## config.mk

```make
export PLATFORM = sky130hd
export DESIGN_NAME = ddr_cmn_zqcal_fsm
export DESIGN_NICKNAME = d
export VERILOG_FILES = /design/src/rtl/ddr_global_pkg.sv /design/src/rtl/ddr_zqcal_sync.sv /design/src/rtl/ddr_cmn_zqcal_fsm.sv
export SDC_FILE = /design/constraint.sdc
export NUM_CORES = 1
export LEC_CHECK = 0
export CAP_MARGIN = 20
export CORE_MARGIN = 5
export CORE_UTILIZATION = 45
export CTS_BUF_LIST = sky130_fd_sc_hd__clkbuf_4
export DETAILED_ROUTE_END_ITERATION = 10
export GPL_TIMING_DRIVEN = 0
export HOLD_SLACK_MARGIN = 0.15
export PLACE_DENSITY = 0.79
export RECOVER_POWER = 50
export SYNTH_ARGS = -nofsm -noshare
export SYNTH_HDL_FRONTEND = slang
export SYNTH_HIERARCHICAL = 1
export SYNTH_SLANG_ARGS = --single-unit
export TNS_END_PERCENT = 30
```

## constraint.sdc

```tcl
create_clock -name i_hclk -period 1.5 [get_ports i_hclk]
set_input_delay 0.3 -clock i_hclk [delete_from_list [all_inputs] [get_ports i_hclk]]
set_output_delay 0.3 -clock i_hclk [all_outputs]
set_load 0.05 [all_outputs]
```

## src/rtl/ddr_global_pkg.sv

```systemverilog
// Shared types and constants for the DDR common block.
package ddr_global_pkg;

  // Number of flops in the comparator synchronizer.
  localparam int DDR_ZQCAL_SYNC_STAGES = 2;

  // ZQ calibration sequencer states.
  typedef enum logic [2:0] {
    ZQ_IDLE   = 3'd0,
    ZQ_SET    = 3'd1,
    ZQ_WAIT   = 3'd2,
    ZQ_SAMPLE = 3'd3,
    ZQ_DONE   = 3'd4
  } ddr_zqcal_state_t;

endpackage

```

## src/rtl/ddr_zqcal_sync.sv

```systemverilog
// Multi-flop synchronizer for the asynchronous analog ZQ comparator output.
module ddr_zqcal_sync
  import ddr_global_pkg::*;
#(
  parameter int STAGES = DDR_ZQCAL_SYNC_STAGES
) (
  input  logic i_hclk,
  input  logic i_hreset,
  input  logic i_d,
  output logic o_q
);

  logic [STAGES-1:0] ff;

  // Shift the raw comparator level through the flop chain.
  always_ff @(posedge i_hclk) begin
    if (i_hreset) ff <= '0;
    else          ff <= {ff[STAGES-2:0], i_d};
  end

  assign o_q = ff[STAGES-1];

endmodule

```

## src/rtl/ddr_cmn_zqcal_fsm.sv

```systemverilog
// ZQ calibration sequencer: SAR search for the pull-up code, then the
// pull-down code, against the synchronized analog ZQ comparator.
module ddr_cmn_zqcal_fsm
  import ddr_global_pkg::*;
#(
  parameter int CODE_W   = 6,
  parameter int SETTLE_W = 8
) (
  input  logic                i_hclk,
  input  logic                i_hreset,
  input  logic                i_cal_en,
  input  logic                i_start,
  input  logic [SETTLE_W-1:0] i_settle_cyc,
  input  logic                i_cmp,
  output logic                o_cmp_en,
  output logic                o_cmp_sel,
  output logic [CODE_W-1:0]   o_zq_pu_code,
  output logic [CODE_W-1:0]   o_zq_pd_code,
  output logic                o_busy,
  output logic                o_done,
  output logic                o_pu_sat,
  output logic                o_pd_sat
);

  localparam int                 BIT_W   = (CODE_W > 1) ? $clog2(CODE_W) : 1;
  localparam logic [BIT_W-1:0]   BIT_MSB = BIT_W'(CODE_W - 1);
  localparam logic [CODE_W-1:0]  MID     = {1'b1, {(CODE_W-1){1'b0}}};
  localparam int                 CNT_W   = SETTLE_W + 1;

  ddr_zqcal_state_t  state;
  logic              phase;     // 0 = pull-up, 1 = pull-down
  logic [BIT_W-1:0]  bit_idx;
  logic [CNT_W-1:0]  cnt;
  logic [CODE_W-1:0] pu_code, pd_code;
  logic              done, pu_sat, pd_sat;
  logic              cmp_s;

  logic [CODE_W-1:0] act_code, bit_mask, set_code, smp_code;
  logic              smp_sat;

  ddr_zqcal_sync u_sync (
    .i_hclk   (i_hclk),
    .i_hreset (i_hreset),
    .i_d      (i_cmp),
    .o_q      (cmp_s)
  );

  // Trial/resolve values for the active phase's code at the current bit.
  always_comb begin
    act_code = phase ? pd_code : pu_code;
    bit_mask = CODE_W'(1) << bit_idx;
    set_code = act_code | bit_mask;
    smp_code = cmp_s ? act_code : (act_code & ~bit_mask);
    smp_sat  = (smp_code == '0) || (&smp_code);
  end

  // Sequencer FSM with SAR datapath and settle counter; abort wins over all.
  always_ff @(posedge i_hclk) begin
    if (i_hreset) begin
      state   <= ZQ_IDLE;
      phase   <= 1'b0;
      bit_idx <= BIT_MSB;
      cnt     <= '0;
      pu_code <= MID;
      pd_code <= MID;
      done    <= 1'b0;
      pu_sat  <= 1'b0;
      pd_sat  <= 1'b0;
    end else if (state != ZQ_IDLE && !i_cal_en) begin
      state <= ZQ_IDLE;
    end else begin
      case (state)
        ZQ_IDLE: begin
          if (i_start && i_cal_en) begin
            state   <= ZQ_SET;
            phase   <= 1'b0;
            bit_idx <= BIT_MSB;
            pu_code <= '0;
            done    <= 1'b0;
            pu_sat  <= 1'b0;
            pd_sat  <= 1'b0;
          end
        end
        ZQ_SET: begin
          if (phase) pd_code <= set_code;
          else       pu_code <= set_code;
          // +2 absorbs the comparator synchronizer latency
          cnt   <= {1'b0, i_settle_cyc} + CNT_W'(2);
          state <= ZQ_WAIT;
        end
        ZQ_WAIT: begin
          cnt <= cnt - CNT_W'(1);
          if (cnt == CNT_W'(1)) state <= ZQ_SAMPLE;
        end
        ZQ_SAMPLE: begin
          if (phase) pd_code <= smp_code;
          else       pu_code <= smp_code;
          if (bit_idx != '0) begin
            bit_idx <= bit_idx - BIT_W'(1);
            state   <= ZQ_SET;
          end else if (!phase) begin
            pu_sat  <= smp_sat;
            phase   <= 1'b1;
            bit_idx <= BIT_MSB;
            pd_code <= '0;
            state   <= ZQ_SET;
          end else begin
            pd_sat <= smp_sat;
            done   <= 1'b1;
            state  <= ZQ_DONE;
          end
        end
        ZQ_DONE: state <= ZQ_IDLE;
        default: state <= ZQ_IDLE;
      endcase
    end
  end

  assign o_busy       = (state == ZQ_SET) || (state == ZQ_WAIT) || (state == ZQ_SAMPLE);
  assign o_cmp_en     = o_busy;
  assign o_cmp_sel    = phase;
  assign o_zq_pu_code = pu_code;
  assign o_zq_pd_code = pd_code;
  assign o_done       = done;
  assign o_pu_sat     = pu_sat;
  assign o_pd_sat     = pd_sat;

endmodule

```

Word level (Yosys, flattened, before mapping). Cells that the tools add are included.

Bits in registers: 33. Input port bits: 13. Output and inout bits: 18. Logic and storage cells: 87.

Add/subtract/negate cells: 3. Eq/ne operators: 12. Shift operators: 1. Muxes and demuxes: 33. Bitwise operators: 4. Reductions and logical operators: 24.

Operator list (count): $mux W6 (9); $mux W3 (7); $pmux W6 S3 (1); $pmux W9 S2 (1); $reduce_and A5 Y1 (3); $ne A2 B2 Y1 const B (7); $pmux W3 S4 (1); $pmux W6 S2 (1); $add A8 B2 Y9 const B (1); $eq A9 B1 Y1 const B (1); $reduce_bool A3 Y1 (3); $sub A9 B1 Y9 const B (1); $mux W1 (8); $pmux W1 S2 (4); $reduce_and A4 Y1 (2); $and A6 B6 Y6 (1); $eq A3 B2 Y1 const B (2); $logic_not A6 Y1 (1); $not A6 Y6 (1); $or A6 B6 Y6 (1); $pmux W3 S2 (1); $reduce_and A6 Y1 (1); $reduce_bool A2 Y1 (3); $shl A1 B3 Y6 const A (1); 11 further kinds (15).

Logic depth before layout (Yosys ltp).
Depth in word-level cells: 9. Mapped depth: 7. Depth with buffers taken out: 6.

Modules after synthesis. The synthesis kept the hierarchy.

By module, submodules not included: ddr_cmn_zqcal_fsm (instances 1, cells each 286, area an instance 2278.4 um2, seq. area each 620.6 um2); ddr_zqcal_sync (instances 1, cells each 4, area an instance 52.6 um2, seq. area each 40.0 um2).

Worst setup path before layout. No wires, ideal clock.

Path kind: flip-flop to output port. From: reg state[1]. To: out o_cmp_en. Data arrival time: 1683 ps. Data required time: 1200 ps. Slack: -483 ps. Stages on the path, launching flop included: 6. Buffers on the path: 3. Cell sequence: dfxtp_1 > buf_4 > buf_2 > nor2_1 > nor2_1 > buf_4.

Cells in the longest elaborated chain, start to end: 3. Elaborated cells on any way between the ends: 5. Those cells by class: eq/ne: 3; reduce/logical: 2.

RTL lines: from (decl) (RTL line ddr_cmn_zqcal_fsm.sv:30) `ddr_zqcal_state_t state;`; from (signal assigned) (RTL line ddr_cmn_zqcal_fsm.sv:60) `state <= ZQ_IDLE;`; from (signal assigned) (RTL line ddr_cmn_zqcal_fsm.sv:70) `state <= ZQ_IDLE;`; from (signal assigned) (RTL line ddr_cmn_zqcal_fsm.sv:75) `state <= ZQ_SET;`; $eq A3 B1 Y1 / $eq A3 B2 Y1 (equally long branches) (RTL line ddr_cmn_zqcal_fsm.sv:119) `assign o_busy = (state == ZQ_SET) || (state == ZQ_WAIT) || (state == ZQ_SAMPLE);`; $logic_or A1 B1 Y1 (RTL line ddr_cmn_zqcal_fsm.sv:119); $logic_or A1 B1 Y1 * (RTL line ddr_cmn_zqcal_fsm.sv:119); to (decl) (RTL line ddr_cmn_zqcal_fsm.sv:15) `output logic o_cmp_en,`.

Every way passes the cells marked *; elsewhere a longest branch is shown, timed or not.

Final worst setup path.
From: in i_hreset. To: reg cnt[5].

RTL lines: from (decl) (RTL line ddr_cmn_zqcal_fsm.sv:10) `input logic i_hreset,`; to (signal assigned) (RTL line ddr_cmn_zqcal_fsm.sv:88) `cnt <= {1'b0, i_settle_cyc} + CNT_W'(2);`; to (signal assigned) (RTL line ddr_cmn_zqcal_fsm.sv:92) `cnt <= cnt - CNT_W'(1);`; to (decl) (RTL line ddr_cmn_zqcal_fsm.sv:33) `logic [CNT_W-1:0] cnt;`.

No word-level cell between the ends.

==> run summary <==
layout cell share with drive strength beyond 1 -> 0.3471
Logic pwr share -> 0.208
post-synthesis net count -> 306
synth-to-layout area growth -> 38.75%
Critical R2R Launch -> cnt[5]
ant diodes -> 0
peak fanout along the critical path -> 10
switching power total -> 0.5575 mW
Cell Pwr Density -> 551.6 nW/um2
Ports -> 31
Peak Freq -> 0.5914 GHz
crit end category -> flop
Fin. Hold Viols -> 0
Final Cycle Share -> 1.127
clock sinks -> 33
DRT iter0 DRCs -> 291
Max-slew headroom -> 0.6198
status -> finished, violations left
Synth Cell Area -> 2331 um2
Flop pwr share -> 0.513
Sw Ratio -> 0.3124
Pleak -> 1.109 nW
Setup violations, final -> 25
Peak VDD IR -> 0.0003185 V
FF+latch count, synth -> 33
type of origin of the critical path -> input port
DP Wirelength -> 4.795 mm
antenna viol nets, final -> 0
Int Power -> 1.227 mW
CTS buffer count -> 5
Routed WL -> 7.532 mm
CTS tree -> built
Vias/cell -> 6.368
failing checks -> negative setup slack
first-pass GRT wire length -> 11.62 mm
yosys warns -> 6
clock buffer depth -> 2
initial core utilization -> 0.4593
fin nets -> 355
Final Max Tran Viols -> 0
post-synthesis cell count -> 290
GRT Residual Overflow -> 0
CP startpoint -> i_hreset
sequential area share after synthesis -> 0.2834
Syn Area/Cell -> 8.038 um2
initial antenna violation count -> 0
final worst slack -> -0.1909 ns
Die Wd -> 81.97 um
max-cap viol count -> 0
clock-pin transition on the worst setup and hold timing paths -> 0.11 ns
kind of critical path -> in -> reg
vias in the first global route -> 2470
drt drc -> 0
number of hold buffers added after cts -> 0
async set-reset flop share out of synthesis -> 0
CP arrival -> 1.92 ns
die area -> 6719 um2
RSZ-0062 raised after global routing -> yes
final setup TNS -> -2.545 ns
gpl congestion -> 0.9206
hold path start -> u_sync/ff[0]
Util after Layout -> 0.6373
drt wl/cell -> 18.37 um
drt first pass iters -> 7
largest net degree at the start of global routing -> 11
core area -> 5075 um2
Worst Path Required -> 1.73 ns
Worst-Skew Late Latency -> 0.36 ns
clock share of power -> 0.278
EDFF count, synth -> 0
Total GRT Usage -> 0.2268
Power Total -> 1.784 mW
Via Count -> 2611
Hold/Removal Path Class -> reg -> reg
skew final -> 0.01570 ns
Port-buffer cells -> 30
row cnt -> 26
worst slew pin tran -> 0.5703 ns
Netlist cell types -> 68
H-tree levels -> 2
Root Driver -> clkbuf_4
Main synth FF type -> dfxtp_1
Period minus WS final -> 1.691 ns
Die Y -> 81.97 um
power by group through the flow:
stage	Sequential [mW]	Clock (mW)	Combinational, mW
after global placement	0.933	0	0.287
after global routing	0.918	0.545	0.398
final	0.916	0.497	0.372
after detailed placement	0.933	0	0.292
after floorplan	0.947	0	0.173
after CTS	0.914	0.499	0.339
logic make-up (layout without fill, tap and decap cells):
| kind of cell | after synthesis | count (layout) | share of synthesized area |
|---|---|---|---|
| simple gates | 107 | 107 | 0.2780 |
| compound gates | 97 | 97 | 0.2727 |
| buf+inv | 37 | 87 | 0.08051 |
| flops | 33 | 33 | 0.2834 |
| mux | 9 | 9 | 0.05421 |
| xor+xnor | 4 | 4 | 0.01503 |
| fa+ha+maj | 3 | 3 | 0.01610 |
metal layers:
layer / routed length (um) / global-route usage / vias up / part of all wire
li1: - / - / 1198 / -
met1: 2898 / 0.2656 / 1239 / 0.38
met2: 3798 / 0.3893 / 150 / 0.50
met3: 589 / 0.03618 / 24 / 0.078
met4: 246 / 0.1296 / 0 / 0.033
met5: 0 / 0 / - / 0
layout make-up:
type                       instances  area (um2)
tap                               70       87.58
fill                             444        1841
multi-input combinational        220        1738
inverter                          12       51.30
sequential                        33       683.2
buffer                            24       244.0
clock buffer                       5       37.54
timing repair buffer              43       380.4
clock inverter                     3       12.51
cells in the final DEF (no fill, tap or decap), types with 8 or more instances in the layout:
cell type        count
a21oi_1             25
dfxtp_1             23
nor2_1              20
nand2_1             18
buf_4               15
o21ai_0             15
buf_6               11
clkdlybuf4s50_1     11
inv_1               10
nand3_1              8
clkdlybuf4s15_2      8
worst max-delay path: stages:
cell           delay, ns
dlygate4sd3_1       0.56
clkbuf_1            0.37
clkbuf_1            0.50
o22ai_1             0.18
per-stage QoR:
stage | hold WS [ns] | instance area, um2 | setup slack (ns) | std cells
final | 0.4686 | 3234 | -0.1909 | 410
after global routing | 0.4926 | 3234 | -0.2294 | 410
after CTS | 0.4777 | 3055 | -0.1412 | 405
after detailed placement | 0.4649 | 2730 | -0.6339 | 390
after global placement | 0.4274 | 2730 | -0.6085 | 390
after floorplan | 0.3716 | 2342 | -0.09964 | 290
path summary, 6_finish.rpt:
check	cells after the start	slack (ns)	endpoint
setup reg to reg	5	-0.17	state[2]
hold reg to reg	1	0.47	u_sync/ff[1]
setup / recovery	4	-0.19	cnt[5]
hold / removal	1	0.47	u_sync/ff[1]
synth_stat cells (3+ instances only):
cell type | number | share of area
o211ai_1 | 4 | 0.013
xnor2_1 | 3 | 0.011
o21ai_0 | 19 | 0.041
a211oi_1 | 4 | 0.013
nor2_1 | 24 | 0.039
ha_1 | 3 | 0.016
inv_1 | 12 | 0.019
a21oi_1 | 28 | 0.060
buf_2 | 9 | 0.019
a22oi_1 | 6 | 0.019
nor4b_1 | 3 | 0.011
o2bb2ai_1 | 3 | 0.011
nor4_1 | 4 | 0.011
mux2_2 | 3 | 0.014
or3b_2 | 3 | 0.011
nor2b_1 | 4 | 0.011
nand3_1 | 8 | 0.017
dfxtp_1 | 33 | 0.28
clkbuf_1 | 8 | 0.013
nor3_1 | 7 | 0.015
o31ai_1 | 3 | 0.0097
a211o_1 | 4 | 0.015
o2111ai_1 | 3 | 0.011
nand4_1 | 3 | 0.0081
nand2_1 | 18 | 0.029
mux2i_1 | 4 | 0.017
buf_6 | 4 | 0.019
nor3b_1 | 5 | 0.016
nand3b_1 | 3 | 0.0097
o22ai_1 | 3 | 0.0081
a31oi_1 | 3 | 0.0081
registers in the layout (all words and copies together) (netlist names):
signal        flops
bit_idx           3
o_zq_pd_code      6
o_done            1
o_pu_sat          1
state             3
o_zq_pu_code      6
u_sync/ff         2
o_cmp_sel         1
cnt               9
o_pd_sat          1
what timing repair did:
item,4_1_cts,5_1_grt
setup endpoints to repair,49,39
pin swaps,12,22
buffers inserted,7,5
gates cloned,1,0
resized for setup,118,69
(Power assumes the default switching activity.)
